$ cat src/rtl/moore_vending_param.sv
// Parametrised Moore vending controller: accumulates coin credit, dispenses at PRICE,
// returns change or refunds on cancel. All outputs are registered decodes of the next state.
//
// state  | meaning
// IDLE   | no credit held, waiting for coins
// ACCUM  | partial credit held in credit register
// VEND   | dispense pulse (x), change amount latched
// CHANGE | change pulse (y) with change amount
// REFUND | refund pulse (y) with accumulated credit
module moore_vending_param #(
  parameter int PRICE  = 3,
  parameter int COIN_A = 1,
  parameter int COIN_B = 2,
  parameter int CW     = 4
) (
  input  logic          clk,
  input  logic          rst,
  input  logic          i,
  input  logic          j,
  input  logic          cancel,
  output logic          x,
  output logic          y,
  output logic [CW-1:0] change,
  output logic [CW-1:0] credit,
  output logic          busy
);

  typedef enum logic [2:0] {
    IDLE   = 3'd0,
    ACCUM  = 3'd1,
    VEND   = 3'd2,
    CHANGE = 3'd3,
    REFUND = 3'd4
  } state_t;

  localparam logic [CW-1:0] PRICE_C  = CW'(PRICE);
  localparam logic [CW:0]   PRICE_W  = (CW+1)'(PRICE);
  localparam logic [CW:0]   COIN_A_W = (CW+1)'(COIN_A);
  localparam logic [CW:0]   COIN_B_W = (CW+1)'(COIN_B);

  state_t        state_q, state_d;
  logic [CW-1:0] credit_q, credit_d;
  logic [CW-1:0] amt_q, amt_d;
  logic          x_q, x_d;
  logic          y_q, y_d;
  logic [CW-1:0] change_q, change_d;
  logic [CW-1:0] credit_out_q, credit_out_d;
  logic          busy_q, busy_d;

  logic [CW:0]   sum;

  // One extra bit keeps the compare against PRICE exact for any coin combination.
  always_comb begin
    sum = {1'b0, credit_q};
    if (i) sum = sum + COIN_A_W;
    if (j) sum = sum + COIN_B_W;
  end

  always_comb begin
    state_d  = state_q;
    credit_d = credit_q;
    amt_d    = amt_q;
    unique case (state_q)
      IDLE, ACCUM: begin
        if (sum >= PRICE_W) begin
          state_d  = VEND;
          amt_d    = sum[CW-1:0] - PRICE_C;
          credit_d = '0;
        end else if (cancel && (sum != '0)) begin
          state_d  = REFUND;
          amt_d    = sum[CW-1:0];
          credit_d = '0;
        end else if (sum != '0) begin
          state_d  = ACCUM;
          credit_d = sum[CW-1:0];
        end
      end
      VEND: begin
        credit_d = '0;
        if (amt_q != '0) begin
          state_d = CHANGE;
        end else begin
          state_d = IDLE;
          amt_d   = '0;
        end
      end
      CHANGE, REFUND: begin
        state_d  = IDLE;
        credit_d = '0;
        amt_d    = '0;
      end
      default: begin
        state_d  = IDLE;
        credit_d = '0;
        amt_d    = '0;
      end
    endcase
  end

  // Outputs decoded from next-state values so the registered copies line up with state_q.
  always_comb begin
    x_d          = (state_d == VEND);
    y_d          = (state_d == CHANGE) || (state_d == REFUND);
    busy_d       = (state_d == VEND) || (state_d == CHANGE) || (state_d == REFUND);
    change_d     = y_d ? amt_d : '0;
    credit_out_d = (state_d == ACCUM) ? credit_d : '0;
  end

  always_ff @(posedge clk or negedge rst) begin
    if (!rst) begin
      state_q      <= IDLE;
      credit_q     <= '0;
      amt_q        <= '0;
      x_q          <= 1'b0;
      y_q          <= 1'b0;
      change_q     <= '0;
      credit_out_q <= '0;
      busy_q       <= 1'b0;
    end else begin
      state_q      <= state_d;
      credit_q     <= credit_d;
      amt_q        <= amt_d;
      x_q          <= x_d;
      y_q          <= y_d;
      change_q     <= change_d;
      credit_out_q <= credit_out_d;
      busy_q       <= busy_d;
    end
  end

  assign x      = x_q;
  assign y      = y_q;
  assign change = change_q;
  assign credit = credit_out_q;
  assign busy   = busy_q;

endmodule

$ cat config.mk
export PLATFORM = sky130hd
export DESIGN_NAME = moore_vending_param
export DESIGN_NICKNAME = d
export VERILOG_FILES = /design/src/rtl/moore_vending_param.sv
export SDC_FILE = /design/constraint.sdc
export NUM_CORES = 1
export LEC_CHECK = 0
export BUFFER_PORTS_ARGS = -buffer_cell sky130_fd_sc_hd__buf_2
export CAP_MARGIN = 25
export CORE_UTILIZATION = 61
export CTS_CLUSTER_DIAMETER = 30
export DETAILED_ROUTE_END_ITERATION = 6
export PLACE_DENSITY = 0.92
export SETUP_SLACK_MARGIN = 0.3
export SYNTH_ARGS = -nofsm -noshare
export SYNTH_HDL_FRONTEND = slang
export SYNTH_SLANG_ARGS = --single-unit
$ cat constraint.sdc
create_clock -name clk -period 7.1 [get_ports clk]
set_clock_uncertainty 0.1 [all_clocks]
set_input_delay 1.065 -clock clk [delete_from_list [all_inputs] [get_ports clk]]
set_output_delay 1.065 -clock clk [all_outputs]
set_load 0.01 [all_outputs]
# After elaboration in Yosys (flattened, before gate mapping)
# Cells that the tools add are included.
[totals]
reg_bits = 22
latchBits = 0
ram_bits = 0
mem_bits_ro = 0
output_inout_bits = 11
memories = 0
[op_classes]
addsub = 3
mul = 0
n_div = 0
order_cmp = 1
n_eq_ne = 6
shifts = 0
mux = 17
bitwise_logic = 0
n_reduce_logical = 8
[ops]
columns = ["operator", "n"]
rows = [
  ["4-bit two-way mux", 9],
  ["5-bit two-way mux", 2],
  ["3-bit by 2-bit == test with 1-bit output (second input constant)", 3],
  ["3-bit two-way mux", 3],
  ["4-bit case mux with 2 select lines", 1],
  ["3-bit by 1-bit == test with 1-bit output (second input constant)", 2],
  ["3-bit case mux with 2 select lines", 1],
  ["4-bit by 1-bit adder with 5-bit output (second input constant)", 1],
  ["5-bit by 2-bit adder with 5-bit output (second input constant)", 1],
  ["5-bit by 2-bit >= comparator with 1-bit output (second input constant)", 1],
  ["5-bit nonzero test", 1],
  ["4-bit nonzero test", 1],
  ["4-bit by 2-bit subtractor with 4-bit output (second input constant)", 1],
  ["3-bit == test (second input constant)", 1],
  ["3-bit logical NOT", 1],
  ["1-bit logical OR", 3],
  ["2-bit two-way mux", 1],
  ["2-bit OR reduction", 1],
  ["1-bit logical AND", 1],
]

# Longest topological paths before layout
[depth]
depth_word = 12
ltp_mapped = 9
mapped_depth_nobuf = 9

# Least setup slack after synthesis
# OpenSTA, ideal clock, no wires.
[synth_timing]
path_type = "input port to flip-flop"
start = "input i"
end = "register amt_q[0]"
arrival_ps = 2969
required_time_ps = 6928
path_slack_ps = 3960
stages = 8
path_cell_list = "buf_2 > mux2i_1 > inv_1 > ha_1 > a22oi_1 > o2111ai_2 > or4_4 > nand4b_2"
[synth_via]
elab_chain_len = 8
word_cells_on_any_way = 10
[synth_rtl]
columns = ["element", "line_no", "source"]
rows = [
  ["from (decl)", "18", "input logic i,"],
  ["5-bit two-way mux (*)", "55", "if (i) sum = sum + COIN_A_W;"],
  ["5-bit by 2-bit adder with 5-bit output", "56", "if (j) sum = sum + COIN_B_W;"],
  ["5-bit two-way mux (*)", "56", ""],
  ["parallel branches: the longest is 3 deep, another holds 4-bit by 2-bit subtractor with 4-bit output", "n/a", ""],
  ["4-bit two-way mux (*)", "65", "if (sum >= PRICE_W) begin"],
  ["4-bit case mux with 2 select lines (*)", "63", "unique case (state_q)"],
  ["via amt_d[0]", "43", "logic [CW-1:0] amt_q, amt_d;"],
  ["to (signal assigned)", "122", "amt_q <= amt_d;"],
  ["to (decl)", "43", ""],
]
# Mark *: on every way through the listed nets, which the timed path passes.

# Worst setup path in the final report
# Ends and elaborated chain as after synthesis.

==> results by group <==
Outcome
  • Outcome: complete, no violations

Floorplan
  • Die ar.: 0.00235 mm2
  • Chip height: 48.4 um
  • DIE WIDTH: 48.4 um
  • Row Count: 16
  • Starting Density: 65.7%
  • Core footprint: 0.00200 mm2
  • Io pins: 16

Worst setup path
  • CP Cell Sequence: buf_2, mux2i_1, inv_1, ha_1, a22oi_1, o2111ai_2, or4_4, nand4b_2
  • Crit Path Max Fanout: 8
  • CP max-delay cell: or4_4
  • Critical path data arrival time: 3250 ps
  • Startpoint Class: input pin
  • CP Capture Type: register
  • Worst path required time: 7250 ps
  • CP Class: input pin to register
  • Delay of the slowest cell on the worst path: 550 ps

Global route
  • GR Util All Layers: 26.8%
  • Vias in the first global route: 1087
  • Pin count of the biggest net entering global routing: 23
  • First-pass GRT wire length: 4810 um
  • Antenna violations before repair: 0
  • GRT overflow: 0

Min path
  • Hold Path Class: register to register

STA
  • Final worst-path cycle share: 43.7%
  • Slew Viols, Final: 0
  • Final hold violations: 0
  • RSZ-0062 raised after global routing: no
  • Setup_tns: 0 ps
  • Fmax: 322 MHz
  • Minimum clock period: 3100 ps
  • Worst-margin pin slew: 751 ps
  • Slew HR: 49.3%
  • Final setup margin: 4000 ps
  • # setup viols final: 0

Flow run
  • Maxcap violations: 0

Placement
  • DP Worst Slack: 3710 ps
  • HPWL Detailed: 2140 um
  • Placed Cells: 170
  • Buffers on Ports: 15
  • Placer Congestion: 0.860

Synthesis
  • Seq/Total Area, Yosys: 41.9%
  • Mux cell area share after synthesis: 2.95%
  • Synth Area in Adders: 3.81%
  • Async SR Flop Fraction: 100%
  • Post-synthesis xor/xnor area fraction: 7.04%
  • Number of synthesized flops with an enable pin: 0
  • Top_reg_cell synth: dfrtp_1
  • Yosys warning total: 0
  • Compound-Gate Fraction of Synth Area: 18.6%
  • Largest family of logic cells by synthesized area: simple AND/OR/NAND/NOR gates
  • Syn Area/Cell: 9.96 um2
  • Register bit total from synthesis: 22
  • Post-Syn Nets: 141
  • Synth unique cells: 49
  • Post-Syn Area: 0.00132 mm2
  • Post-Synth Simple-Gate Area: 21.6%
  • Cells after Synth: 132

Clocking
  • Post-CTS setup buffers: 0
  • CTS sink cnt: 22
  • Worst-path clk slew: 110 ps
  • Gates resized, CTS repair: 0
  • H-tree depth: 1
  • Root Buffer: clkbuf_4
  • CTS Buf Count: 3
  • Worst-Skew Late Latency: 310 ps
  • Clk buf depth: 2
  • Hold_buf cts: 0
  • TritonCTS clock tree: yes

Finish
  • Final core occ: 71.6%
  • Layout cells sized above 1: 22.4%
  • Layout Cells excl Fill: 174
  • Number of antenna diodes: 0
  • Fill count: 147
  • Nets: 157
  • Synth-to-layout area growth: 8.94%

Detailed routing
  • Initial drt markers: 50
  • Drt wl/cell: 16.2 um
  • Drt first pass iters: 4
  • Post-route ant nets: 0
  • Via/cell ratio: 6.48
  • Final WL: 2810 um
  • DRC: 0
  • Vias: 1128

Power and ir drop
  • Tot Pwr: 0.512 mW
  • Peak supply drop: 0.201 mV
  • Leak Pwr: 0.672 nW
  • PD cells: 357 mW/mm2
-- final timing paths --
kind | startpoint | end | slack (ps) | cells after the start
setup / recovery | i | amt_q[0] | 4000 | 8
hold / removal | amt_q[1] | amt_q[1] | 450 | 1
setup reg to reg | credit_q[1] | amt_q[0] | 4120 | 8
hold reg to reg | amt_q[1] | amt_q[1] | 450 | 1
max in group asynchronous | rst | change[2] | 6010 | 1
min in group asynchronous | rst | credit[1] | 580 | 1
-- flip-flops by register name (all words and copies together), names as in the netlist --
signal / cells
amt_q: 4
change: 4
credit: 4
credit_q: 4
state_q: 3
busy: 1
x: 1
y: 1
-- logic make-up after synthesis --
logic type                 count (synthesis)
xor gates and xnor gates                   8
adders and majority gates                  4
buffers and inverters                     11
muxes                                      3
DFF                                       22
AOI/OAI and AO/OA                         34
and+or+nand+nor                           50
-- layout by cell type, fill, tap and decap left out, types with 2 or more instances in the layout --
cell,n
inv_1,7
nand2b_1,2
dfrtp_1,22
nand3_1,2
a211oi_1,2
nor3_1,3
ha_1,4
buf_2,15
nand2_1,13
clkbuf_4,3
nor2_1,9
a41oi_1,2
o211ai_1,2
and2_1,3
a21oi_1,9
xnor2_1,5
o21ai_0,7
nand4_1,4
or2_2,3
nor2b_1,2
-- cells in the mapped netlist (2+ instances only) --
cell type | count | area, um2
nand2b_1 | 2 | 12.5
dfrtp_1 | 22 | 551
nand2_1 | 13 | 48.8
or2_2 | 3 | 18.8
nor2_1 | 9 | 33.8
nor2b_1 | 2 | 12.5
and2_1 | 3 | 18.8
nand4_1 | 4 | 25.0
a21oi_1 | 9 | 45.0
nor3_1 | 3 | 15.0
xnor2_1 | 5 | 43.8
a41oi_1 | 2 | 17.5
o211ai_1 | 2 | 15.0
o21ai_0 | 7 | 35.0
nand3_1 | 2 | 10.0
ha_1 | 4 | 50.1
a211oi_1 | 2 | 15.0
inv_1 | 7 | 26.3
-- worst max-delay path, delay by kind of cell --
kind,cells,cell delay (ps)
adder cells (fa/ha/maj),1,330
AO/OA/AOI/OAI,2,650
AND/OR/NAND/NOR,2,670
multiplexers,1,300
buffers and inverters,2,230
-- per-stage QoR --
stage	hold WS, ps	cell area [um2]
global route	474	1430
floorplan	376	1320
finish	452	1430
CTS	442	1430
detailed placement	417	1400
global placement	408	1400
-- final cells by class --
class | count | area [um2] | area share [%]
clock buffers | 4 | 36.3 | 2.53
inverters | 7 | 26.3 | 1.83
multi-input cells | 99 | 711 | 49.6
flip-flops and latches | 22 | 551 | 38.4
well taps | 27 | 33.8 | 2.36
repair buffers | 15 | 75.1 | 5.24
-- per-layer routing --
layer,up-vias,global-route usage [%],part of all wire [%]
met4,0,15.2,4.4
met3,22,3.77,6.3
met1,524,34.2,42
met2,68,43.9,47
met5,-,0,0
li1,514,-,-
-- report_power, final --
part / switching, mW / internal (mW) / leakage, nW
Combinational: 0.160 / 0.0971 / 0.360
Clock: 0.0365 / 0.0314 / 0.0210
Sequential: 0.0238 / 0.163 / 0.291
Total: 0.220 / 0.292 / 0.672
No activity file was read; power rests on OpenSTA's default activity.
